$ cat src/rtl/axi_dma_w_pkg.sv
// axi_dma_w_pkg: bus widths and FSM encoding shared by the AXI write-burst master
package axi_dma_w_pkg;
    localparam int DDR_ADDR_W  = 32;
    localparam int MIG_BUS_W   = 64;
    localparam int STRB_W      = MIG_BUS_W / 8;
    localparam int AXI_ID_W    = 4;
    localparam int AXI_LEN_W   = 8;
    localparam int AXI_SIZE_W  = 3;
    localparam int AXI_BURST_W = 2;
    localparam int AXI_LOCK_W  = 1;
    localparam int AXI_CACHE_W = 4;
    localparam int AXI_PROT_W  = 3;
    localparam int AXI_QOS_W   = 4;
    localparam int AXI_RESP_W  = 2;
    typedef enum logic [1:0] {
        IDLE       = 2'd0,
        ADDR       = 2'd1,
        WRITE_DATA = 2'd2,
        RESP       = 2'd3
    } state_t;
endpackage

$ cat src/rtl/axi_dma_w_if.sv
// axi_dma_w_if: AXI4 write address/data/response channels
interface axi_dma_w_if;
    import axi_dma_w_pkg::*;
    logic [AXI_ID_W-1:0]    awid;
    logic [DDR_ADDR_W-1:0]  awaddr;
    logic [AXI_LEN_W-1:0]   awlen;
    logic [AXI_SIZE_W-1:0]  awsize;
    logic [AXI_BURST_W-1:0] awburst;
    logic [AXI_LOCK_W-1:0]  awlock;
    logic [AXI_CACHE_W-1:0] awcache;
    logic [AXI_PROT_W-1:0]  awprot;
    logic [AXI_QOS_W-1:0]   awqos;
    logic                   awvalid;
    logic                   awready;
    logic [MIG_BUS_W-1:0]   wdata;
    logic [STRB_W-1:0]      wstrb;
    logic                   wlast;
    logic                   wvalid;
    logic                   wready;
    logic [AXI_ID_W-1:0]    bid;
    logic [AXI_RESP_W-1:0]  bresp;
    logic                   bvalid;
    logic                   bready;
    modport master (
        output awid, awaddr, awlen, awsize, awburst, awlock, awcache, awprot, awqos, awvalid,
        output wdata, wstrb, wlast, wvalid, bready,
        input  awready, wready, bid, bresp, bvalid
    );
    modport slave (
        input  awid, awaddr, awlen, awsize, awburst, awlock, awcache, awprot, awqos, awvalid,
        input  wdata, wstrb, wlast, wvalid, bready,
        output awready, wready, bid, bresp, bvalid
    );
endinterface

$ cat src/rtl/axi_dma_w.sv
// axi_dma_w: single-outstanding AXI4 INCR write-burst master fed by a valid/ready beat bus
module axi_dma_w
    import axi_dma_w_pkg::*;
#(
    parameter int BURST_LEN = 16
) (
    input  logic                  clk,
    input  logic                  rst,
    input  logic                  valid,
    input  logic [DDR_ADDR_W-1:0] addr,
    input  logic [MIG_BUS_W-1:0]  wdata,
    input  logic [STRB_W-1:0]     wstrb,
    output logic                  ready,
    output logic                  error,
    axi_dma_w_if.master           m_axi
);
    state_t                state, next;
    logic [AXI_LEN_W:0]    cnt;
    logic [DDR_ADDR_W-1:0] addr_q;
    logic                  last, wv;

    assign last = cnt == (AXI_LEN_W + 1)'(BURST_LEN - 1);

    assign m_axi.awid    = '0;
    assign m_axi.awaddr  = addr_q;
    assign m_axi.awlen   = AXI_LEN_W'(BURST_LEN - 1);
    assign m_axi.awsize  = AXI_SIZE_W'($clog2(STRB_W));
    assign m_axi.awburst = 2'b01;
    assign m_axi.awlock  = '0;
    assign m_axi.awcache = 4'h2;
    assign m_axi.awprot  = 3'b010;
    assign m_axi.awqos   = '0;
    assign m_axi.wdata   = wdata;
    assign m_axi.wstrb   = wstrb;

    always_comb begin
        wv = state == WRITE_DATA && valid;
        m_axi.awvalid = state == ADDR;
        m_axi.wvalid = wv;
        m_axi.wlast = wv && last;
        m_axi.bready = state == RESP;
        ready = wv && m_axi.wready;
        next = (state == IDLE && valid)           ? ADDR
             : (state == ADDR && m_axi.awready)   ? WRITE_DATA
             : (ready && last)                    ? RESP
             : (state == RESP && m_axi.bvalid)    ? IDLE
             : state;
    end

    always_ff @(posedge clk or posedge rst) begin
        if (rst) begin
            state <= IDLE;
            cnt <= '0;
            addr_q <= '0;
            error <= 1'b0;
        end else begin
            state <= next;
            if (state == IDLE) cnt <= '0;
            if (state == IDLE && valid) addr_q <= addr;
            if (ready) cnt <= last ? '0 : cnt + 1'b1;
            if (state == RESP && m_axi.bvalid) error <= m_axi.bresp != '0;
        end
    end
endmodule

$ cat src/flat_wrapper.sv
// flat-port wrapper written by rule: the top's interface ports become plain ports
module axi_dma_w_flat import axi_dma_w_pkg::*;
#(
    parameter int BURST_LEN = 16
)
  (clk, rst, valid, addr, wdata, wstrb, ready, error, m_axi_awid, m_axi_awaddr, m_axi_awlen, m_axi_awsize, m_axi_awburst, m_axi_awlock, m_axi_awcache, m_axi_awprot, m_axi_awqos, m_axi_awvalid, m_axi_wdata, m_axi_wstrb, m_axi_wlast, m_axi_wvalid, m_axi_bready, m_axi_awready, m_axi_wready, m_axi_bid, m_axi_bresp, m_axi_bvalid);
  axi_dma_w_if m_axi_i ();
  input  logic clk;
  input  logic rst;
  input  logic valid;
  input  logic [DDR_ADDR_W-1:0] addr;
  input  logic [MIG_BUS_W-1:0] wdata;
  input  logic [STRB_W-1:0] wstrb;
  output logic ready;
  output logic error;
  output wire logic [$bits(m_axi_i.awid)-1:0] m_axi_awid;
  output wire logic [$bits(m_axi_i.awaddr)-1:0] m_axi_awaddr;
  output wire logic [$bits(m_axi_i.awlen)-1:0] m_axi_awlen;
  output wire logic [$bits(m_axi_i.awsize)-1:0] m_axi_awsize;
  output wire logic [$bits(m_axi_i.awburst)-1:0] m_axi_awburst;
  output wire logic [$bits(m_axi_i.awlock)-1:0] m_axi_awlock;
  output wire logic [$bits(m_axi_i.awcache)-1:0] m_axi_awcache;
  output wire logic [$bits(m_axi_i.awprot)-1:0] m_axi_awprot;
  output wire logic [$bits(m_axi_i.awqos)-1:0] m_axi_awqos;
  output wire logic [$bits(m_axi_i.awvalid)-1:0] m_axi_awvalid;
  output wire logic [$bits(m_axi_i.wdata)-1:0] m_axi_wdata;
  output wire logic [$bits(m_axi_i.wstrb)-1:0] m_axi_wstrb;
  output wire logic [$bits(m_axi_i.wlast)-1:0] m_axi_wlast;
  output wire logic [$bits(m_axi_i.wvalid)-1:0] m_axi_wvalid;
  output wire logic [$bits(m_axi_i.bready)-1:0] m_axi_bready;
  input wire logic [$bits(m_axi_i.awready)-1:0] m_axi_awready;
  input wire logic [$bits(m_axi_i.wready)-1:0] m_axi_wready;
  input wire logic [$bits(m_axi_i.bid)-1:0] m_axi_bid;
  input wire logic [$bits(m_axi_i.bresp)-1:0] m_axi_bresp;
  input wire logic [$bits(m_axi_i.bvalid)-1:0] m_axi_bvalid;
  assign m_axi_awid = m_axi_i.awid;
  assign m_axi_awaddr = m_axi_i.awaddr;
  assign m_axi_awlen = m_axi_i.awlen;
  assign m_axi_awsize = m_axi_i.awsize;
  assign m_axi_awburst = m_axi_i.awburst;
  assign m_axi_awlock = m_axi_i.awlock;
  assign m_axi_awcache = m_axi_i.awcache;
  assign m_axi_awprot = m_axi_i.awprot;
  assign m_axi_awqos = m_axi_i.awqos;
  assign m_axi_awvalid = m_axi_i.awvalid;
  assign m_axi_wdata = m_axi_i.wdata;
  assign m_axi_wstrb = m_axi_i.wstrb;
  assign m_axi_wlast = m_axi_i.wlast;
  assign m_axi_wvalid = m_axi_i.wvalid;
  assign m_axi_bready = m_axi_i.bready;
  assign m_axi_i.awready = m_axi_awready;
  assign m_axi_i.wready = m_axi_wready;
  assign m_axi_i.bid = m_axi_bid;
  assign m_axi_i.bresp = m_axi_bresp;
  assign m_axi_i.bvalid = m_axi_bvalid;
  axi_dma_w #(.BURST_LEN(BURST_LEN)) u_core (.clk(clk), .rst(rst), .valid(valid), .addr(addr), .wdata(wdata), .wstrb(wstrb), .ready(ready), .error(error), .m_axi(m_axi_i));
endmodule
$ cat config.mk
export PLATFORM = sky130hd
export DESIGN_NAME = axi_dma_w_flat
export DESIGN_NICKNAME = d
export VERILOG_FILES = /design/src/rtl/axi_dma_w_pkg.sv /design/src/rtl/axi_dma_w_if.sv /design/src/rtl/axi_dma_w.sv /design/src/flat_wrapper.sv
export SDC_FILE = /design/constraint.sdc
export NUM_CORES = 1
export LEC_CHECK = 0
export BUFFER_PORTS_ARGS = -buffer_cell sky130_fd_sc_hd__buf_2
export CAP_MARGIN = 0
export CORE_AREA = 4 4 98 100
export CTS_CLUSTER_SIZE = 30
export DETAILED_ROUTE_END_ITERATION = 8
export DIE_AREA = 0 0 102 104
export MAX_ROUTING_LAYER = met4
export PLACE_DENSITY = 0.72
export SETUP_SLACK_MARGIN = 0.5
export SLEW_MARGIN = 5
export SYNTH_ARGS = -nofsm -noshare
export SYNTH_HDL_FRONTEND = slang
export SYNTH_SLANG_ARGS = --single-unit
$ cat constraint.sdc
create_clock -name clk -period 1.3 [get_ports clk]
set_input_delay 0.26 -clock clk [delete_from_list [all_inputs] [get_ports clk]]
set_output_delay 0.26 -clock clk [all_outputs]
set_load 0.005 [all_outputs]
* Yosys cells after proc, flatten, opt, wreduce, memory -nomap -nowiden
Index checks and enable logic that the tools add are counted.
** Word-level totals
- Flip-flop bits (word level) :: 44
- Output and inout port bits :: 139
- Logic and storage cells :: 27
- Bits of input ports :: 116
** Operators by class
- Reduce and logical (&&, ||, !) cells :: 11
- Add/subtract/negate cells :: 1
- Equal/unequal tests :: 4
- Mux-type cells :: 7
** Operators with widths (number)
- 2-to-1 mux 9 bit :: 3
- adder 9 x 1 -> 9 bit (second input constant) :: 1
- == test 9 x 4 -> 1 bit (second input constant) :: 1
- 2-to-1 mux 2 bit :: 4
- logical AND 1 bit :: 7
- == test 2 bit (second input constant) :: 2
- nonzero test 2 bit :: 2
- nonzero test 4 bit :: 1
- == test 2 x 1 -> 1 bit (second input constant) :: 1
- logical NOT 2 bit :: 1

* Depth between registers and ports, before layout
Gate-level depths: netlist (run 1).
- Depth in word-level cells :: 7
- Gate-level depth with buffers :: 6
- Depth with buffers taken out :: 5

* Worst setup path after synthesis (run 1)
Ideal clock, no wire load.
- Path kind :: reg2reg
- Start point :: register u_core.state[1]
- End point :: register u_core.addr_q[11] (netlist: u_core.m_axi.awaddr[11])
- Period minus slack after synthesis :: 1411 ps
- Path buffers :: 2
- Cell stages (with the launch flop) :: 6
- Data arrival time :: 1286 ps
- Slack :: -111 ps
- Library setup time :: 125 ps
- Required time :: 1175 ps
- Path through :: dfrtp_1 > nor2_1 > and2_1 > clkbuf_1 > buf_4 > mux2_2
** Between the ends
- Cells in the longest elaborated chain, start to end :: 2
** RTL lines
- start: declaration :: line axi_dma_w.sv:17 : state_t state, next;
- start signal: assignment :: line axi_dma_w.sv:57 : state <= next;
- logical NOT 2 bit :: line axi_dma_w.sv:59 : if (state == IDLE && valid) addr_q <= addr;
- logical AND 1 bit :: line axi_dma_w.sv:59
- end signal: assignment :: line axi_dma_w.sv:59
- end: declaration :: line axi_dma_w.sv:19 : logic [DDR_ADDR_W-1:0] addr_q;
Every way passes these cells.
A chain may end at the register's enable or synchronous reset.

* Worst setup path after layout (run 1)
- Start point :: register u_core.cnt[1]
- End point :: output m_axi_wlast
** Between the ends
- Cells in the longest elaborated chain, start to end :: 2
** RTL lines
- start: declaration :: line axi_dma_w.sv:18 : logic [AXI_LEN_W:0] cnt;
- start signal: assignment :: line axi_dma_w.sv:60 : if (ready) cnt <= last ? '0 : cnt + 1'b1;
- == test 9 x 4 -> 1 bit :: line axi_dma_w.sv:22 : assign last = cnt == (AXI_LEN_W + 1)'(BURST_LEN - 1);
- logical AND 1 bit :: line axi_dma_w.sv:40 : m_axi.wlast = wv && last;
- end: declaration :: line flat_wrapper.sv:28 : output wire logic [$bits(m_axi_i.wlast)-1:0] m_axi_wlast;
Every way passes these cells.

==> impl_metrics.yaml, run 1 <==
run_status:
  run_status: "finished, violations left"
  violated_checks: "setup timing"
cts:
  worst_setup_hold_path_clk_slew_ns: 0.09
  cts_tree: "done"
  clock-sinks: 44
  cts_hold_buf: 0
  cts-root-to-sink-buffers: 2
  cts_buf_count: 5
  cts-root-buf: "clkbuf_8"
  worstSkewPairLatency_ns: 0.29
  cts.htree.levels: 2
layout:
  num-nets-final: 440
  syn2layout_area_growth_pct: 35.93
  num_antenna_cells: 0
  final_area_um2: 3602
  layout.core_utilization_pct: 41.51
  drive_above_1_share_pct: 67.28
routing:
  wire_length_on_met3_um: 657
  route.met2.wl_um: 3261
  route.vias.total: 1861
  drt.antenna.violating_nets: 0
  detail_route.drc_violations: 0
  wl_um: 6466
  vias_per_cell: 4.308
  drt_pre_antenna_iters: 4
  routedLengthMet1_um: 2284
  wire_per_inst_um: 14.97
  maxUsedRoutingLayer: "met4"
  detail_route.iter0.violations: 32
global_route:
  largest_net_degree_at_the_start_of_global_routing: 45
  wire_length_of_the_first_global_routing_pass_um: 9170
  groute.usage.overall_pct: 11.22
  first_global_vias: 1782
  global_route.overflow_total: 0
  grt_antenna_before_repair: 0
sta:
  tns_ns: -9.114
  min_period_ns: 1.686
  finalSetupViolCount: 47
  post-route-period-util_pct: 129.7
  max_clock_freq_ghz: 0.5932
  timing.final.hold_violations: 0
  grt_setup_unrepaired: "yes"
  timing.final.max_slew_violations: 0
  worst_slack_ns: -0.3859
  clock_skew_ns: 0.006548
power:
  fraction_of_power_consumed_by_the_clock_network_pct: 14.5
  p_seq_share_pct: 29.8
  power.density_nw_per_um2: 2096
  p_int_w: 0.005317
  power.net_switching_w: 0.002234
  total_power_w: 0.007552
  vdd_drop_max_uv: 523.5
  p_sw_share_pct: 29.59
  comb_power_share_pct: 55.7
  power.leakage_nw: 1.881
setup_path:
  critPathKind: "reg2out"
  critical_path_arrival_ns: 1.43
  cp.required_ns: 1.04
  startpoint_type: "flop"
  critical_path.max_stage_delay_ns: 0.39
  setup.worst_path.end_class: "primary output"
  cp_cell_sequence: "ha_2 > and4b_1 > buf_4 > and3_1 > buf_2"
  worst_path_max_delay_cell: "dfrtp_1"
  worst_path_fanout_max: 2
placement:
  dpl.hpwl_um: 3833
  routabilityCongestion: 0.7568
  port-buffer-count: 77
  placedInstanceArea_um2: 2709
logic_synthesis:
  synth_largest_type_area_fraction_pct: 41.55
  yosys.area.top_type: "dfrtp_1"
  postSynthCellCount: 245
  post_synth_num_cell_types: 28
  synth.cell_area_um2: 2650
  postSynthRegisterBits: 44
  yosys_warnings: 0
  synth_seq_area_share_pct: 41.55
  synthesis.area_per_instance_um2: 10.82
  post_synth_main_area_contributors: "dfrtp_1, buf_4, mux2_2"
floorplan:
  initial_utilization_pct: 30.54
  die_x_um: 102
  core.rowCount: 34
  design.die.area_um2: 10610
  die_height_um: 104
  core_um2: 8678
  design.portCount: 255
flow_run:
  max_cap_viol_count: 0
hold_path:
  worstHoldPathType: "in2async"
==> flip-flops by register name (all words and copies together), names as in the netlist <==
signal and cells:
u_core.error 1, u_core.cnt 9, u_core.state 2, u_core.m_axi.awaddr 32
==> worst max-delay path: cells and delay by family (launching register included) <==
family	cells	cell delay (ns)
flip-flops	1	0.39
AND/OR/NAND/NOR	2	0.31
buffers and inverters	2	0.25
adder cells (fa/ha/maj)	1	0.19
==> synth_stat cells <==
cell        n
mux2_2     31
nand2_1    11
nand3_1     5
and3_1      1
a22o_1      2
a21oi_2     1
buf_6       1
and2_1      1
a21oi_1     2
xnor2_1     3
o21ai_0     9
conb_1      2
a21bo_2     1
inv_1       3
ha_1        1
and3b_1     1
nor2b_1     1
nor2_1      8
nor4_2      3
o221ai_1    1
clkbuf_1    1
a31oi_1     2
o41ai_1     1
dfrtp_1    44
buf_4     105
mux2_1      2
and4b_1     1
nand4b_4    1
==> final cells by class <==
class | count | area [um^2]
timing repair buffer | 151 | 1139
clock buffer | 6 | 82.58
clock inverter | 2 | 38.79
inverter | 3 | 15.01
fill | 789 | 5076
sequential | 44 | 1101
tap | 108 | 135.1
multi-input combinational | 118 | 1091
==> repair_timing <==
action / in CTS / in global routing
endpoints found under the hold margin: 0 / 0
setup buffers: 21 / 25
gates resized for setup: 66 / 25
cloned: 3 / 0
pin swaps: 8 / 10
endpoints found under the setup margin: 82 / 82
==> metrics by stage <==
| step | setup WS [ns] | hold slack (ns) | std cells |
|---|---|---|---|
| after floorplan | -0.01624 | 0.2642 | 272 |
| after global placement | -0.09035 | 0.3326 | 375 |
| after detailed placement | -0.1345 | 0.3410 | 375 |
| after CTS | -0.4077 | 0.01292 | 407 |
| after global routing | -0.4828 | 0.03131 | 432 |
| final | -0.3859 | 0.02031 | 432 |
==> cell families after synthesis <==
family                   Yosys count  share of synthesized area, %
adder cells (fa/ha/maj)            1                        0.4721
flip-flops                        44                         41.55
AND/OR/NAND/NOR                   33                         7.366
XOR/XNOR                           3                        0.9917
multiplexers                      33                         14.02
other                              2                        0.2834
buffers and inverters            110                         30.74
AO/OA/AOI/OAI                     19                         4.580
==> power by group through the flow <==
stage / registers, W / logic [W] / clock network (W)
after floorplan: 0.00230 / 0.00138 / 0
after global placement: 0.00220 / 0.00209 / 0
after detailed placement: 0.00224 / 0.00215 / 0
after CTS: 0.00224 / 0.00344 / 0.00117
after global routing: 0.00231 / 0.00448 / 0.00123
final: 0.00225 / 0.00421 / 0.00109
==> final timing paths <==
check                           cells past startpoint                     end  slack [ns]            start
worst max-delay path                                5             m_axi_wlast       -0.39    u_core.cnt[1]
worst min-delay path                                3  u_core.m_axi.awaddr[3]        0.02              rst
worst max register to register                      9           u_core.cnt[6]       -0.26  u_core.state[0]
worst min register to register                      1           u_core.cnt[2]        0.50    u_core.cnt[2]
max in group asynchronous                           3           u_core.cnt[1]        1.07              rst
min in group clk                                    2  u_core.m_axi.awaddr[0]        0.20          addr[0]
==> routing by layer <==
metal / up-vias / global-route usage, %
li1: 835 / -
met1: 884 / 11.63
met2: 102 / 18.80
met3: 40 / 3.756
met4: 0 / 5.436
met5: - / -
==> placed cells by master, fill, tap and decap left out, types with 2 or more instances in the layout <==
| master | Yosys | routed |
|---|---|---|
| conb_1 | 2 | 29 |
| nor2_4 | 0 | 2 |
| a21oi_1 | 2 | 2 |
| xnor2_1 | 3 | 3 |
| a22o_1 | 2 | 2 |
| buf_16 | 0 | 3 |
| buf_4 | 105 | 44 |
| mux2_4 | 0 | 33 |
| o21ai_2 | 0 | 2 |
| inv_2 | 0 | 2 |
| nand2_4 | 0 | 3 |
| buf_6 | 1 | 24 |
| nor4_4 | 0 | 3 |
| a31oi_1 | 2 | 2 |
| nand2_1 | 11 | 7 |
| nor2_1 | 8 | 5 |
| buf_12 | 0 | 3 |
| buf_2 | 0 | 76 |
| dfrtp_1 | 44 | 44 |
| nand3_2 | 0 | 2 |
| nand3_1 | 5 | 3 |
| o21ai_1 | 0 | 6 |
| clkbuf_8 | 0 | 6 |
No activity file was read; power rests on OpenSTA's default activity.
==> run 2, diff against run 1 <==
--- a/config.mk
+++ b/config.mk
@@ -18,3 +18,4 @@
 export SYNTH_ARGS = -nofsm -noshare
 export SYNTH_HDL_FRONTEND = slang
 export SYNTH_SLANG_ARGS = --single-unit
+export TNS_END_PERCENT = 10
==> run 2 against run 1 <==
  * The flow still finishes with violations (setup timing)
  * Non-clock buffer count decreased by 37
  * Clock-buffer cell count unchanged
  * Sequential power about the same
  * Sequential share of layout area increased by 4.7 points
  * Die area unchanged
  * Clock power decreased by 27%
  * First-iteration DRC count increased by 41%
==> impl_metrics.yaml, run 2 (same netlist as run 1, synthesis figures left out) <==
sta:
  grt_setup_unrepaired: "yes"
  clock_skew_ns: 0.007064
  worst_slack_ns: -0.3331
  max_clock_freq_ghz: 0.6123
  post-route-period-util_pct: 125.6
  timing.final.hold_violations: 0
  finalSetupViolCount: 47
  timing.final.max_slew_violations: 0
  min_period_ns: 1.633
  hold-worst-slack_ns: 0.2037
routing:
  detail_route.iter0.violations: 45
  route.vias.total: 1665
  drt_pre_antenna_iters: 4
  wl_um: 5919
  detail_route.drc_violations: 0
  drt.antenna.violating_nets: 0
  wire_per_inst_um: 15.02
  vias_per_cell: 4.226
global_route:
  grt-busiest-layer: "met2"
  groute.layer.met2.usage_pct: 17.97
  largest_net_degree_at_the_start_of_global_routing: 45
  global_route.overflow_total: 0
  wire_length_of_the_first_global_routing_pass_um: 8569
  grtUsageMet3_pct: 4.896
  groute.usage.overall_pct: 10.59
  first_global_vias: 1624
  grt_antenna_before_repair: 0
  met1_usage_pct: 10.33
layout:
  fillCellCount: 870
  layout.core_utilization_pct: 35.94
  drive_above_1_share_pct: 59.79
  regArea_um2: 1101
  syn2layout_area_growth_pct: 17.71
  multi_input_area_um2: 1031
  layout.cells.most_common_list: "buf_2, dfrtp_1, mux2_4"
  final_common_cell: "buf_2"
  num_antenna_cells: 0
  largest_reg_flops: 32
  num-nets-final: 403
flow_run:
  max_cap_viol_count: 0
cts:
  cts_tree: "done"
  worstSkewPairLatency_ns: 0.28
  cts.htree.levels: 2
  cts-root-buf: "clkbuf_8"
  clock-sinks: 44
  cts-root-to-sink-buffers: 2
  cts_buf_count: 5
  worst_setup_hold_path_clk_slew_ns: 0.08
setup_path:
  cp-endpoint: "m_axi_wlast"
  startpoint_type: "flop"
  cp_num_buf_inv: 1
  worst_path_max_delay_cell: "dfrtp_1"
  critical_path_arrival_ns: 1.37
  setup.worst_path.end_class: "primary output"
  worst_path_fanout_max: 2
  critical_path.reg2reg.endpoint: "u_core.cnt[8]"
  worst-path-stages: 4
  rr_startpoint: "u_core.state[0]"
  cp.required_ns: 1.04
  critical_path.max_stage_delay_ns: 0.39
  worst_setup_path_startpoint: "u_core.cnt[1]"
  critical-path-top-delay-family: "simple AND/OR/NAND/NOR gates"
  reg2reg_slack_ns: -0.27
  critPathKind: "reg2out"
  cp_cell_sequence: "ha_2 > and4b_2 > and3_1 > buf_2"
  worst-r2r-cell-count: 8
floorplan:
  core.rowCount: 34
  design.die.area_um2: 10610
  initial_utilization_pct: 30.54
  die_height_um: 104
  die_x_um: 102
  design.portCount: 255
  core_um2: 8678
placement:
  routabilityCongestion: 0.7430
  dpl.hpwl_um: 4075
  port-buffer-count: 77
run_status:
  violated_checks: "setup timing"
  run_status: "finished, violations left"
power:
  power.density_nw_per_um2: 1925
  power.leakage_nw: 1.632
  vdd_drop_max_uv: 419.5
hold_path:
  worstHoldPathType: "in2reg"
[run 2: cell count changes in the layout (fill, tap and decap cells not counted), moves of 2 or more]
cell / before / now
buf_4: 44 / 24
buf_6: 24 / 8
nand2_1: 7 / 10
nand2_4: 3 / 0
o21ai_0: 0 / 3
o21ai_1: 6 / 4
[run 2: what timing repair did]
item / in CTS / in global routing
endpoints found under the setup margin: 82 / 124
buffers inserted: 13 / 4
resized for setup: 43 / 19
hold buffers: 1 / 0
cloned: 2 / 0
pin swaps: 5 / 3
hold endpoints to repair: 15 / 0
[run 2: through the flow]
step / setup TNS [ns] / instance area [um^2] / total power, W / setup WS, ns / std cells
2_1_floorplan: -0.4731 / 2784 / 0.003672 / -0.01624 / 272
3_3_place_gp: -2.897 / 2633 / 0.004234 / -0.08502 / 367
3_5_place_dp: -3.615 / 2633 / 0.004330 / -0.1301 / 367
4_1_cts: -7.919 / 3027 / 0.005890 / -0.3534 / 390
5_1_grt: -10.54 / 3119 / 0.006431 / -0.4035 / 394
6_report: -7.750 / 3119 / 0.006003 / -0.3331 / 394
[run 2: cell type report]
cell class                 instances  share of cell area (%)
clock buffer                       6                   2.327
clock inverter                     1                  0.1604
inverter                           3                  0.3610
multi-input combinational        118                   33.05
sequential                        44                   35.30
tap                              108                   4.332
timing repair buffer             114                   24.47
[run 2: worst min path at each step]
stage | startpoint | to | slack [ns] | cells after the start
after global routing | addr[9] | u_core.m_axi.awaddr[9] | 0.18 | 2
after detailed placement | rst | u_core.m_axi.awaddr[9] | 0.32 | 3
after CTS | addr[16] | u_core.m_axi.awaddr[16] | 0.18 | 2
after global placement | rst | u_core.m_axi.awaddr[9] | 0.31 | 3
final | addr[9] | u_core.m_axi.awaddr[9] | 0.20 | 2
after floorplan | m_axi_bvalid | u_core.state[0] | 0.39 | 1
[run 2: where the power goes]
part           switching [W]  internal (W)
Combinational        0.00108       0.00188
Clock               0.000432      0.000366
Sequential          0.000294       0.00195
Total                0.00181       0.00420
[run 2: metal layers]
metal	vias to the layer above	part of all wire, %	routed length, um
met5	-	0	0
met4	0	2.0	116
met3	16	12	722
met2	104	50	2986
met1	784	35	2093
li1	761	-	-
==> run 3, diff against run 2 <==
--- a/config.mk
+++ b/config.mk
@@ -7,15 +7,14 @@
 export LEC_CHECK = 0
 export BUFFER_PORTS_ARGS = -buffer_cell sky130_fd_sc_hd__buf_2
 export CAP_MARGIN = 0
-export CORE_AREA = 4 4 98 100
+export CORE_AREA = 4 4 97 99
 export CTS_CLUSTER_SIZE = 30
 export DETAILED_ROUTE_END_ITERATION = 8
-export DIE_AREA = 0 0 102 104
+export DIE_AREA = 0 0 101 103
 export MAX_ROUTING_LAYER = met4
-export PLACE_DENSITY = 0.72
+export PLACE_DENSITY = 0.7
 export SETUP_SLACK_MARGIN = 0.5
 export SLEW_MARGIN = 5
 export SYNTH_ARGS = -nofsm -noshare
 export SYNTH_HDL_FRONTEND = slang
 export SYNTH_SLANG_ARGS = --single-unit
-export TNS_END_PERCENT = 10
==> constraint.sdc (replaced) <==
create_clock -name clk -period 1.9 [get_ports clk]
set_input_delay 0.38 -clock clk [delete_from_list [all_inputs] [get_ports clk]]
set_output_delay 0.38 -clock clk [all_outputs]
set_load 0.005 [all_outputs]
==> run 3 against run 2 <==
  * The flow now finishes without violations
  * Clock skew shrank 0.0027 ns
  * Non-clock buffer count shrank 4
  * Sequential cell count is the same
  * Clock power grew 4.5%
  * Sequential share of layout area grew 0.30 points
  * Via count grew 1.7%
  * Critical endpoint unchanged
  * Final area shrank 0.72%
  * Register-to-register slack gained 0.51 ns
  * Total power shrank 30%
  * Largest cell class unchanged
  * Critical path depth shrank 1
  * Routed wire length shrank 4.0%
  * Critical path type unchanged
  * Largest power group unchanged
==> impl_metrics.yaml, run 3 (same netlist as run 1, synthesis figures left out) <==
setup_path:
  critical_path_arrival_ns: 1.36
  critical_path.max_stage_delay_ns: 0.46
  startpoint_type: "flop"
  worst-path-stages: 3
  worst_setup_path_startpoint: "u_core.cnt[5]"
  worst_path_max_delay_cell: "dfrtp_2"
  critPathKind: "reg2out"
  cp_cell_sequence: "nor4_4 > and3_1 > buf_2"
  rr_startpoint: "u_core.cnt[5]"
  cp_num_buf_inv: 1
  worst_path_fanout_max: 5
  worst-r2r-cell-count: 7
  setup.worst_path.end_class: "primary output"
  critical-path-top-delay-family: "simple AND/OR/NAND/NOR gates"
  cp.required_ns: 1.52
sta:
  min_period_ns: 1.743
  maxSlewHeadroom_pct: 61.90
  finalSetupViolCount: 0
  clock_skew_ns: 0.004342
  timing.final.max_slew_violations: 0
  post-route-period-util_pct: 91.74
  timing.final.hold_violations: 0
  worst-slew-pin-transition_ns: 0.5704
  max_clock_freq_ghz: 0.5737
  grt_setup_unrepaired: "yes"
  tns_ns: 0
global_route:
  global_route.overflow_total: 0
  grt_antenna_before_repair: 0
  groute.usage.overall_pct: 9.975
  wire_length_of_the_first_global_routing_pass_um: 7907
  largest_net_degree_at_the_start_of_global_routing: 24
  first_global_vias: 1587
power:
  vdd_drop_max_uv: 314.4
  p_int_w: 0.002961
  power.leakage_nw: 1.531
  p_seq_share_pct: 36.0
  fraction_of_power_consumed_by_the_clock_network_pct: 19.9
  p_sw_share_pct: 29.30
  total_power_w: 0.004188
  power.density_nw_per_um2: 1352
  power.net_switching_w: 0.001227
  comb_power_share_pct: 44.1
flow_run:
  max_cap_viol_count: 0
floorplan:
  die_height_um: 103
  design.die.area_um2: 10400
  core.rowCount: 34
  initial_utilization_pct: 30.99
  core_um2: 8551
  die_x_um: 101
  design.portCount: 255
routing:
  detail_route.iter0.violations: 63
  wire_per_inst_um: 14.57
  route.vias.total: 1694
  wl_um: 5683
  vias_per_cell: 4.344
  drt_pre_antenna_iters: 4
  drt.antenna.violating_nets: 0
  detail_route.drc_violations: 0
layout:
  num-nets-final: 399
  largest_reg_flops: 32
  drive_above_1_share_pct: 60.99
  layout.cells.most_common_list: "buf_2, dfrtp_1, mux2_2"
  fillCellCount: 838
  final_common_cell: "buf_2"
  num_antenna_cells: 0
  syn2layout_area_growth_pct: 16.86
cts:
  cts-root-buf: "clkbuf_8"
  cts.htree.levels: 2
  cts_tree: "done"
  cts-root-to-sink-buffers: 2
  worst_setup_hold_path_clk_slew_ns: 0.08
  cts_buf_count: 5
  clock-sinks: 44
  worstSkewPairLatency_ns: 0.29
run_status:
  run_status: "completed"
placement:
  routabilityCongestion: 0.7265
  dpl.hpwl_um: 3691
  port-buffer-count: 77
hold_path:
  worstHoldPathType: "in2async"
-- run 3: cell types whose count changed in the layout (fill, tap and decap cells not counted), sizes merged --
| cell | before | now |
|---|---|---|
| inv | 3 | 2 |
| buf | 113 | 109 |
| dlymetal6s4s | 1 | 0 |
| clkinv | 1 | 0 |
| bufinv | 0 | 2 |
| clkinvlp | 0 | 1 |
-- run 3: final timing paths --
| path | to | slack (ns) |
|---|---|---|
| worst max-delay path | m_axi_wlast | 0.16 |
| worst min-delay path | u_core.m_axi.awaddr[11] | 0.14 |
| worst max register to register | u_core.cnt[0] | 0.24 |
| worst min register to register | u_core.error | 0.48 |
| max in group asynchronous | u_core.m_axi.awaddr[2] | 1.27 |
| min in group clk | u_core.m_axi.awaddr[16] | 0.31 |
-- run 3: layer usage --
layer  GRT usage [%]  wire length, um  up-vias
li1                -                -      762
met1           10.14             2014      805
met2           16.61             2791       98
met3           3.518              674       29
met4           5.930              202        0
met5               -                0        -
-- run 3: cell type report --
cell class	count	area (um^2)	share of cell area (%)
flip-flops and latches	44	1102	35.60
multi-input cells	118	943.4	30.46
repair buffers	110	769.5	24.85
well taps	108	135.1	4.364
clock buffers	5	68.82	2.222
clock inverters	2	60.06	1.939
inverters	3	17.52	0.5657
-- run 3: per-stage QoR --
| step | hold slack (ns) | setup WS, ns | utilization [%] | cell area, um^2 | std cells |
|---|---|---|---|---|---|
| after floorplan | 0.3842 | 0.4892 | - | 2755 | 272 |
| after global placement | 0.4451 | 0.3426 | 29.65 | 2535 | 355 |
| after detailed placement | 0.4676 | 0.3283 | 29.65 | 2535 | 355 |
| after CTS | 0.1386 | 0.1684 | 33.57 | 2870 | 377 |
| after global routing | 0.1796 | 0.06960 | 36.22 | 3097 | 390 |
| final | 0.1382 | 0.1570 | 36.22 | 3097 | 390 |
-- run 3: power by group through the flow --
stage               combinational, W  clock (W)  sequential (W)
finish                       0.00185   0.000834         0.00151
global route                 0.00201   0.000909         0.00156
CTS                          0.00158   0.000877         0.00151
detailed placement           0.00136          0         0.00154
global placement             0.00133          0         0.00151
floorplan                   0.000907          0         0.00157
-- run 3: repair_timing --
action / in CTS / in global routing
cloned: 1 / 1
setup buffers: 14 / 12
setup endpoints to repair: 45 / 46
pin swaps: 11 / 8
gates resized for setup: 20 / 29
hold buffers: 0 / 0
-- run 3: worst register-to-register path, cell delays in order (launching register included) --
cell and delay, ns:
dfrtp_2 0.46, nor4_4 0.30, buf_4 0.16, buf_6 0.09, buf_6 0.08, buf_6 0.09
a21oi_4 0.08, mux2_4 0.28
